**src/rtl/hazard_scoreboard.sv**
```systemverilog
`default_nettype none
// ============================================================================
// Module      : hazard_scoreboard
// Description : Tracks in-flight GPR writers past D, resolving stalls and
//               forwarding selects for D-stage operands, plus mult/div busy.
// Revision    : 1.0
// ============================================================================
module hazard_scoreboard #(
    parameter int DEPTH  = 3,
    parameter int NSRC   = 2,
    parameter int TW     = 2,
    parameter int MD_LAT = 5,
    parameter int SW     = $clog2(DEPTH + 1)
) (
    input  logic                 clk,
    input  logic                 reset_n,
    input  logic                 issue_we,
    input  logic [4:0]           issue_dst,
    input  logic [TW-1:0]        issue_tnew,
    input  logic [NSRC-1:0]      src_used,
    input  logic [NSRC*5-1:0]    src_addr,
    input  logic [NSRC*TW-1:0]   src_tuse,
    input  logic                 d_is_md,
    input  logic                 md_start,
    output logic                 stall,
    output logic [NSRC*SW-1:0]   fwd_sel,
    output logic                 md_busy
);

    localparam int            c_cw       = $clog2(MD_LAT + 1);
    localparam logic [TW-1:0]   c_tnew_one = 1;
    localparam logic [c_cw-1:0] c_md_one   = 1;
    localparam logic [c_cw-1:0] c_md_lat   = c_cw'(MD_LAT);

    // Index i holds stage i+1 (0 = E).
    logic          r_valid [DEPTH];
    logic          r_we    [DEPTH];
    logic [4:0]    r_dst   [DEPTH];
    logic [TW-1:0] r_tnew  [DEPTH];

    logic [c_cw-1:0] r_md_cnt;
    logic [NSRC-1:0] w_src_haz;
    logic            w_stall;

    always_ff @(posedge clk or negedge reset_n) begin
        if (!reset_n) begin
            for (int i = 0; i < DEPTH; i++) begin
                r_valid[i] <= 1'b0;
                r_we[i]    <= 1'b0;
                r_dst[i]   <= 5'd0;
                r_tnew[i]  <= '0;
            end
        end else begin
            r_valid[0] <= ~w_stall;
            r_we[0]    <= issue_we;
            r_dst[0]   <= issue_dst;
            r_tnew[0]  <= issue_tnew;
            for (int i = 1; i < DEPTH; i++) begin
                r_valid[i] <= r_valid[i-1];
                r_we[i]    <= r_we[i-1];
                r_dst[i]   <= r_dst[i-1];
                r_tnew[i]  <= (r_tnew[i-1] == '0) ? '0 : r_tnew[i-1] - c_tnew_one;
            end
        end
    end

    for (genvar s = 0; s < NSRC; s++) begin : g_src
        logic [4:0]    w_addr;
        logic [TW-1:0] w_tuse;
        logic          w_found;
        logic          w_haz;
        logic [SW-1:0] w_sel;

        assign w_addr = src_addr[5*s +: 5];
        assign w_tuse = src_tuse[TW*s +: TW];

        // Scan from the youngest stage; the first hit shadows older writers.
        always_comb begin
            w_found = 1'b0;
            w_haz   = 1'b0;
            w_sel   = '0;
            for (int i = 0; i < DEPTH; i++) begin
                if (!w_found && r_valid[i] && r_we[i] && (r_dst[i] == w_addr) &&
                    (r_dst[i] != 5'd0) && src_used[s]) begin
                    w_found = 1'b1;
                    if (r_tnew[i] == '0)
                        w_sel = SW'(i + 1);
                    w_haz = (r_tnew[i] > w_tuse);
                end
            end
        end

        assign fwd_sel[SW*s +: SW] = w_sel;
        assign w_src_haz[s]        = w_haz;
    end

    always_ff @(posedge clk or negedge reset_n) begin
        if (!reset_n)
            r_md_cnt <= '0;
        else if (r_md_cnt != '0)
            r_md_cnt <= r_md_cnt - c_md_one;
        else if (md_start)
            r_md_cnt <= c_md_lat;
    end

    assign md_busy = (r_md_cnt != '0);
    assign w_stall = (|w_src_haz) | (d_is_md & (md_busy | md_start));
    assign stall   = w_stall;

endmodule
`default_nettype wire
```
**config.mk**
```make
export PLATFORM = sky130hd
export DESIGN_NAME = hazard_scoreboard
export DESIGN_NICKNAME = d
export VERILOG_FILES = /design/src/rtl/hazard_scoreboard.sv
export SDC_FILE = /design/constraint.sdc
export NUM_CORES = 1
export LEC_CHECK = 0
export BUFFER_PORTS_ARGS = -buffer_cell sky130_fd_sc_hd__buf_2
export CORE_MARGIN = 2
export CORE_UTILIZATION = 46
export DETAILED_ROUTE_END_ITERATION = 6
export GPL_ROUTABILITY_DRIVEN = 0
export PLACE_DENSITY = 0.66
export SYNTH_ARGS = -nofsm -noshare
export SYNTH_HDL_FRONTEND = slang
export SYNTH_SLANG_ARGS = --single-unit
```
**constraint.sdc**
```tcl
create_clock -name clk -period 3.2 [get_ports clk]
set_input_delay 0.64 -clock clk [delete_from_list [all_inputs] [get_ports clk]]
set_output_delay 0.64 -clock clk [all_outputs]
set_load 0.005 [all_outputs]
```
# After elaboration in Yosys (flattened, before gate mapping)
# Index checks and enable logic that the tools add are counted.
# classes
n_reduce_logical,40
n_div,0
multipliers,0
addsub,3
n_mux,25
shift,0
n_bitwise,4
eq_ne,6
n_lt_le_gt_ge,6
# op_table
cell,n
$eq 5x5->1,6
$logic_and 1x1->1,27
$mux 2,11
$reduce_bool 5->1,3
$gt 2x2->1,6
$mux 1,12
$logic_not 2->1,3
$mux 3,2
$logic_not 1->1,4
$sub 2x1->2 const B,2
$reduce_bool 3->1,1
$sub 3x1->3 const B,1
$or 1x1->1,2
$reduce_bool 2->1,1
$reduce_or 2->1,1
$and 1x1->1,1
$not 1->1,1
# totals
word_cells,97
reg_bits,30
mem_count,0
ram_bits,0
mem_bits_ro,0
output_inout_bits,6
inputBits,28
latchBits,0

# Depth between registers and ports, before layout
# logic_depth
word_depth,22
depth_mapped,8
depth_no_buf,8

# Least setup slack after synthesis
# Ideal clock, no wire load.
# synth_path
kind,input -> output
from,input src_addr[0]
to,output stall
cell_stages,7
slack_ns,0.408
arrival_time_ns,2.152
required_ns,2.560
path_buffers,1
cell_sequence,xnor2_1 -> nand4_1 -> or4_1 -> buf_2 -> a32o_1 -> a211o_1 -> a211o_1
# synth_via
elab_chain_cells,21
elab_cells_between_ends,25
cone_classes,eq/ne: 3; mux: 5; bitwise: 1; reduce/logical: 16
# synth_lines
element,line,source
"start, declared",21,"input logic [NSRC*5-1:0] src_addr,"
$eq 5x5->1,83,if (!w_found && r_valid[i] && r_we[i] && (r_dst[i] == w_addr) &&
$logic_and 1x1->1 (2 in series),83,
$logic_and 1x1->1,84,(r_dst[i] != 5'd0) && src_used[s]) begin
$mux 1,83,
$logic_not 1->1,83,
$logic_and 1x1->1 (4 in series),83,
$logic_and 1x1->1,84,
$mux 1,83,
$logic_not 1->1,83,
$logic_and 1x1->1 (4 in series),83,
$logic_and 1x1->1,84,
$mux 1 (*),83,
$reduce_or 2->1 (*),107,assign w_stall = (|w_src_haz) | (d_is_md & (md_busy | md_start));
$or 1x1->1 (*),107,
"end, declared",25,"output logic stall,"
# Mark *: on every way between the ends. The rest lies on a longest branch, timed or not.

# Worst setup path in the final report
# layout_path
from,register r_dst[7] in the netlist's numbering
to,output stall
# layout_via
elab_chain_cells,14
elab_cells_between_ends,29
cone_classes,eq/ne: 2; mux: 6; bitwise: 1; reduce/logical: 20
# layout_lines
element,line,source
"start, declared",38,logic [4:0] r_dst [DEPTH];
"start signal, assigned by index",61,r_dst[i] <= r_dst[i-1];
$eq 5x5->1,83,
$logic_and 1x1->1 (2 in series),83,
$logic_and 1x1->1,84,
$mux 1,83,
$logic_not 1->1,83,
$logic_and 1x1->1 (4 in series),83,
$logic_and 1x1->1,84,
$mux 1,83,
$reduce_or 2->1 (*),107,
$or 1x1->1 (*),107,
# Marks and branches as above.

==> run_summary.xml <==
<?xml version="1.0" encoding="UTF-8"?>
<metrics>
  <group name="yosys">
    <metric name="syn-cell-area" unit="mm^2">0.00165</metric>
    <metric name="post_synthesis_average_cell_area" unit="um^2">10.4</metric>
    <metric name="synth_edf_count" unit="">0</metric>
    <metric name="synth_simple_gate_area_share" unit="%">16.5</metric>
    <metric name="mappedNetlistNets" unit="">200</metric>
    <metric name="ys.warnings.count" unit="">0</metric>
    <metric name="synth_flop_cell" unit="">sky130_fd_sc_hd__dfrtp_1</metric>
    <metric name="seq_area_frac_synth" unit="%">45.5</metric>
    <metric name="combinational_family_with_the_most_area_after_synthesis" unit="">simple AND/OR/NAND/NOR gates</metric>
    <metric name="post_synth_arst_share" unit="%">100</metric>
    <metric name="syn_inst" unit="">159</metric>
    <metric name="synth-xor-area-share" unit="%">15.9</metric>
    <metric name="netlist-cell-type-count" unit="">31</metric>
    <metric name="synth_compound_area_share" unit="%">9.17</metric>
    <metric name="number_of_flip_flops_and_latches_in_the_synthesized_netlist" unit="">30</metric>
    <metric name="post_synth_fa_ha_maj_area_fraction" unit="%">9.85</metric>
    <metric name="synth.mux.area_fraction" unit="%">0</metric>
  </group>
  <group name="flow_run">
    <metric name="max-cap-violations" unit="">0</metric>
  </group>
  <group name="setup_path">
    <metric name="critical_path.endpoint_type" unit="">output pin</metric>
    <metric name="worstSetupPathType" unit="">reg2out</metric>
    <metric name="critPathMaxFanout" unit="">4</metric>
    <metric name="critical_path_depth" unit="">7</metric>
    <metric name="timing.critical_path.slowest_cell_delay" unit="ns">0.55</metric>
    <metric name="critical_path.slowest_cell" unit="">sky130_fd_sc_hd__or4_4</metric>
    <metric name="worst_r2r_endpoint" unit="">r_valid[2]</metric>
    <metric name="start_kind" unit="">register</metric>
    <metric name="worstRegToRegCells" unit="">6</metric>
    <metric name="cp_common_cell" unit="">sky130_fd_sc_hd__a211o_1</metric>
    <metric name="reg2reg_setup_slack" unit="ns">1.14</metric>
    <metric name="reg2reg_from" unit="">r_dst[7]</metric>
    <metric name="critPathTopFamily" unit="">compound AO/OA/AOI/OAI gates</metric>
    <metric name="setup.worst_path.start" unit="">r_dst[7]</metric>
    <metric name="worst-path-buf-inv" unit="">1</metric>
    <metric name="worst-endpoint-required" unit="ns">2.56</metric>
    <metric name="worstPathCellList" unit="">or4_4 &gt; nor2_4 &gt; a2111oi_1 &gt; a32o_2 &gt; a211o_1 &gt; a211o_1 &gt; buf_2</metric>
    <metric name="timing.critical_path.arrival" unit="ns">2.47</metric>
  </group>
  <group name="pwr">
    <metric name="design_power_total" unit="uW">940</metric>
    <metric name="cellLeakagePower" unit="nW">0.947</metric>
    <metric name="max-vdd-ir-drop" unit="V">0.000374</metric>
    <metric name="power_per_unit_of_standard_cell_area" unit="mW/mm^2">460</metric>
  </group>
  <group name="cts">
    <metric name="cts-htree-levels" unit="">2</metric>
    <metric name="clk_transition_reported_paths" unit="ns">0.09</metric>
    <metric name="cts_inserted_buffers" unit="">5</metric>
    <metric name="clkLatencyLatePin" unit="ns">0.33</metric>
    <metric name="clock_tree_from_tritoncts" unit="">built</metric>
    <metric name="buffer_levels_on_the_longest_clock_path" unit="">2</metric>
    <metric name="root_buffer" unit="">sky130_fd_sc_hd__clkbuf_4</metric>
    <metric name="cts_num_sinks" unit="">30</metric>
  </group>
  <group name="sta">
    <metric name="drv_slew" unit="">0</metric>
    <metric name="report.final.hold_viol_count" unit="">0</metric>
    <metric name="worst_clk_skew" unit="ns">0.00432</metric>
    <metric name="grt_setup_unrepaired" unit="">true</metric>
    <metric name="worstMarginPinSlew" unit="ns">0.631</metric>
    <metric name="worst_slew_margin_rel" unit="%">57.9</metric>
    <metric name="final_min_period_over_clock_period" unit="%">97.1</metric>
    <metric name="timing.fmax" unit="MHz">322</metric>
    <metric name="post-route-worst-setup-slack" unit="ns">0.0924</metric>
    <metric name="final-setup-viol-count" unit="">0</metric>
    <metric name="layout_min_cycle_time" unit="ns">3.11</metric>
    <metric name="tns" unit="ns">0</metric>
  </group>
  <group name="cells_and_area">
    <metric name="layoutNonFillerInstCount" unit="">251</metric>
    <metric name="drive_above_1_share" unit="%">30.2</metric>
    <metric name="layout_commonest_cell" unit="">sky130_fd_sc_hd__buf_2</metric>
    <metric name="n_antenna_cell" unit="">0</metric>
    <metric name="area.growth.synth_to_final" unit="%">23.6</metric>
    <metric name="nNetsFinal" unit="">245</metric>
    <metric name="highest_count_cells_in_the_layout_ignoring_fill_and_taps" unit="">sky130_fd_sc_hd__buf_2, sky130_fd_sc_hd__dfrtp_1, sky130_fd_sc_hd__xnor2_1</metric>
  </group>
  <group name="routing">
    <metric name="wl_per_cell" unit="um">14.2</metric>
    <metric name="drt_wl_total" unit="um">3560</metric>
    <metric name="drt_iter0_markers" unit="">39</metric>
    <metric name="route.detailed.drc" unit="">0</metric>
    <metric name="detail-route-antenna-nets" unit="">0</metric>
    <metric name="num_vias" unit="">1320</metric>
    <metric name="dr.pass1.iters" unit="">4</metric>
    <metric name="detail_route.vias_per_cell" unit="">5.26</metric>
  </group>
  <group name="floorplan">
    <metric name="core" unit="mm^2">0.00339</metric>
    <metric name="placement_rows" unit="">21</metric>
    <metric name="die_x" unit="um">63.9</metric>
    <metric name="die_h" unit="um">63.9</metric>
    <metric name="initial_core_util" unit="%">48.7</metric>
    <metric name="io_pins" unit="">34</metric>
    <metric name="dieArea" unit="mm^2">0.00409</metric>
  </group>
  <group name="global_route">
    <metric name="grt_usage" unit="%">19.0</metric>
    <metric name="grt_start_max_net_pins" unit="">31</metric>
    <metric name="grt_first_pass_wirelength" unit="um">5900</metric>
    <metric name="first_global_vias" unit="">1344</metric>
    <metric name="antenna_found_initial" unit="">0</metric>
    <metric name="grt-ovfl-total" unit="">0</metric>
  </group>
  <group name="placement">
    <metric name="half_perimeter_wire_length_after_placement" unit="um">2820</metric>
    <metric name="place.detailed.instances" unit="">238</metric>
    <metric name="placement.io_buffers" unit="">33</metric>
    <metric name="post_placement_worst_setup_slack" unit="ns">0.153</metric>
  </group>
  <group name="outcome">
    <metric name="run_status" unit="">complete, no violations</metric>
  </group>
  <group name="hold_path">
    <metric name="min_path_type" unit="">in2async</metric>
  </group>
</metrics>
==> stage by stage <==
stage / util (%) / hold WS, ns / cell area, um^2
2_1_floorplan: - / 0.344 / 1650
3_3_place_gp: 55.4 / 0.390 / 1880
3_5_place_dp: 55.4 / 0.391 / 1880
4_1_cts: 57.7 / 0.346 / 1960
5_1_grt: 60.2 / 0.372 / 2040
6_report: 60.2 / 0.319 / 2040
==> registers in the layout, indices dropped and copies added (netlist names) <==
signal,count
r_we,3
r_tnew,6
r_valid,3
r_dst,15
r_md_cnt,3
==> worst max path at each step <==
| stage | endpoint | slack (ns) |
|---|---|---|
| floorplan | stall | 0.41 |
| global placement | stall | 0.18 |
| detailed placement | stall | 0.15 |
| CTS | stall | 0.003 |
| global route | stall | -0.01 |
| finish | stall | 0.09 |
==> synthesized netlist by cell type (all sizes together) (2+ instances only) <==
| master | number | area, um^2 |
|---|---|---|
| nor2b | 5 | 31.3 |
| dfrtp | 30 | 751 |
| nor2 | 7 | 26.3 |
| xor2 | 14 | 123 |
| nand2 | 9 | 33.8 |
| a21oi | 7 | 35.0 |
| nand3 | 5 | 25.0 |
| nand4 | 4 | 25.0 |
| inv | 11 | 41.3 |
| or4 | 5 | 37.5 |
| nor4 | 5 | 31.3 |
| o31ai | 4 | 30.0 |
| a211o | 2 | 17.5 |
| or3 | 2 | 12.5 |
| o21ai | 4 | 20.0 |
| ha | 13 | 163 |
| xnor2 | 16 | 140 |
| and2 | 3 | 18.8 |
==> power by group <==
| part | total [mW] | switching, mW | internal (mW) |
|---|---|---|---|
| Clock | 0.294 | 0.132 | 0.162 |
| Combinational | 0.184 | 0.0936 | 0.0908 |
| Sequential | 0.461 | 0.0404 | 0.421 |
| Total | 0.940 | 0.266 | 0.673 |
==> logic make-up (layout without fill, tap and decap cells) <==
family / after synthesis / after routing
buffers and inverters: 13 / 59
AO/OA/AOI/OAI: 23 / 23
adder cells (fa/ha/maj): 13 / 13
AND/OR/NAND/NOR: 50 / 50
XOR/XNOR: 30 / 30
flip-flops: 30 / 30
==> routing by layer <==
metal  up-vias  GRT usage [%]  routed length (um)
met5         -              0                   0
met4         0           7.34                  33
met3         5           5.46                 176
met2        32           31.9                1740
met1       636           23.1                1610
li1        647              -                   -
==> what timing repair did <==
action	4_1_cts	5_1_grt
buffers inserted	0	5
hold buffers	0	0
gates resized for setup	0	17
hold endpoints to repair	0	0
setup endpoints to repair	0	5
==> layout make-up <==
cell class | count | area, um^2
inverters | 11 | 41.3
flip-flops and latches | 30 | 758
fillers | 273 | 1350
clock inverters | 3 | 40.0
well taps | 46 | 57.6
multi-input cells | 116 | 890
clock buffers | 5 | 37.5
repair buffers | 40 | 218
Note: power is estimated with default switching activity, not from simulation.
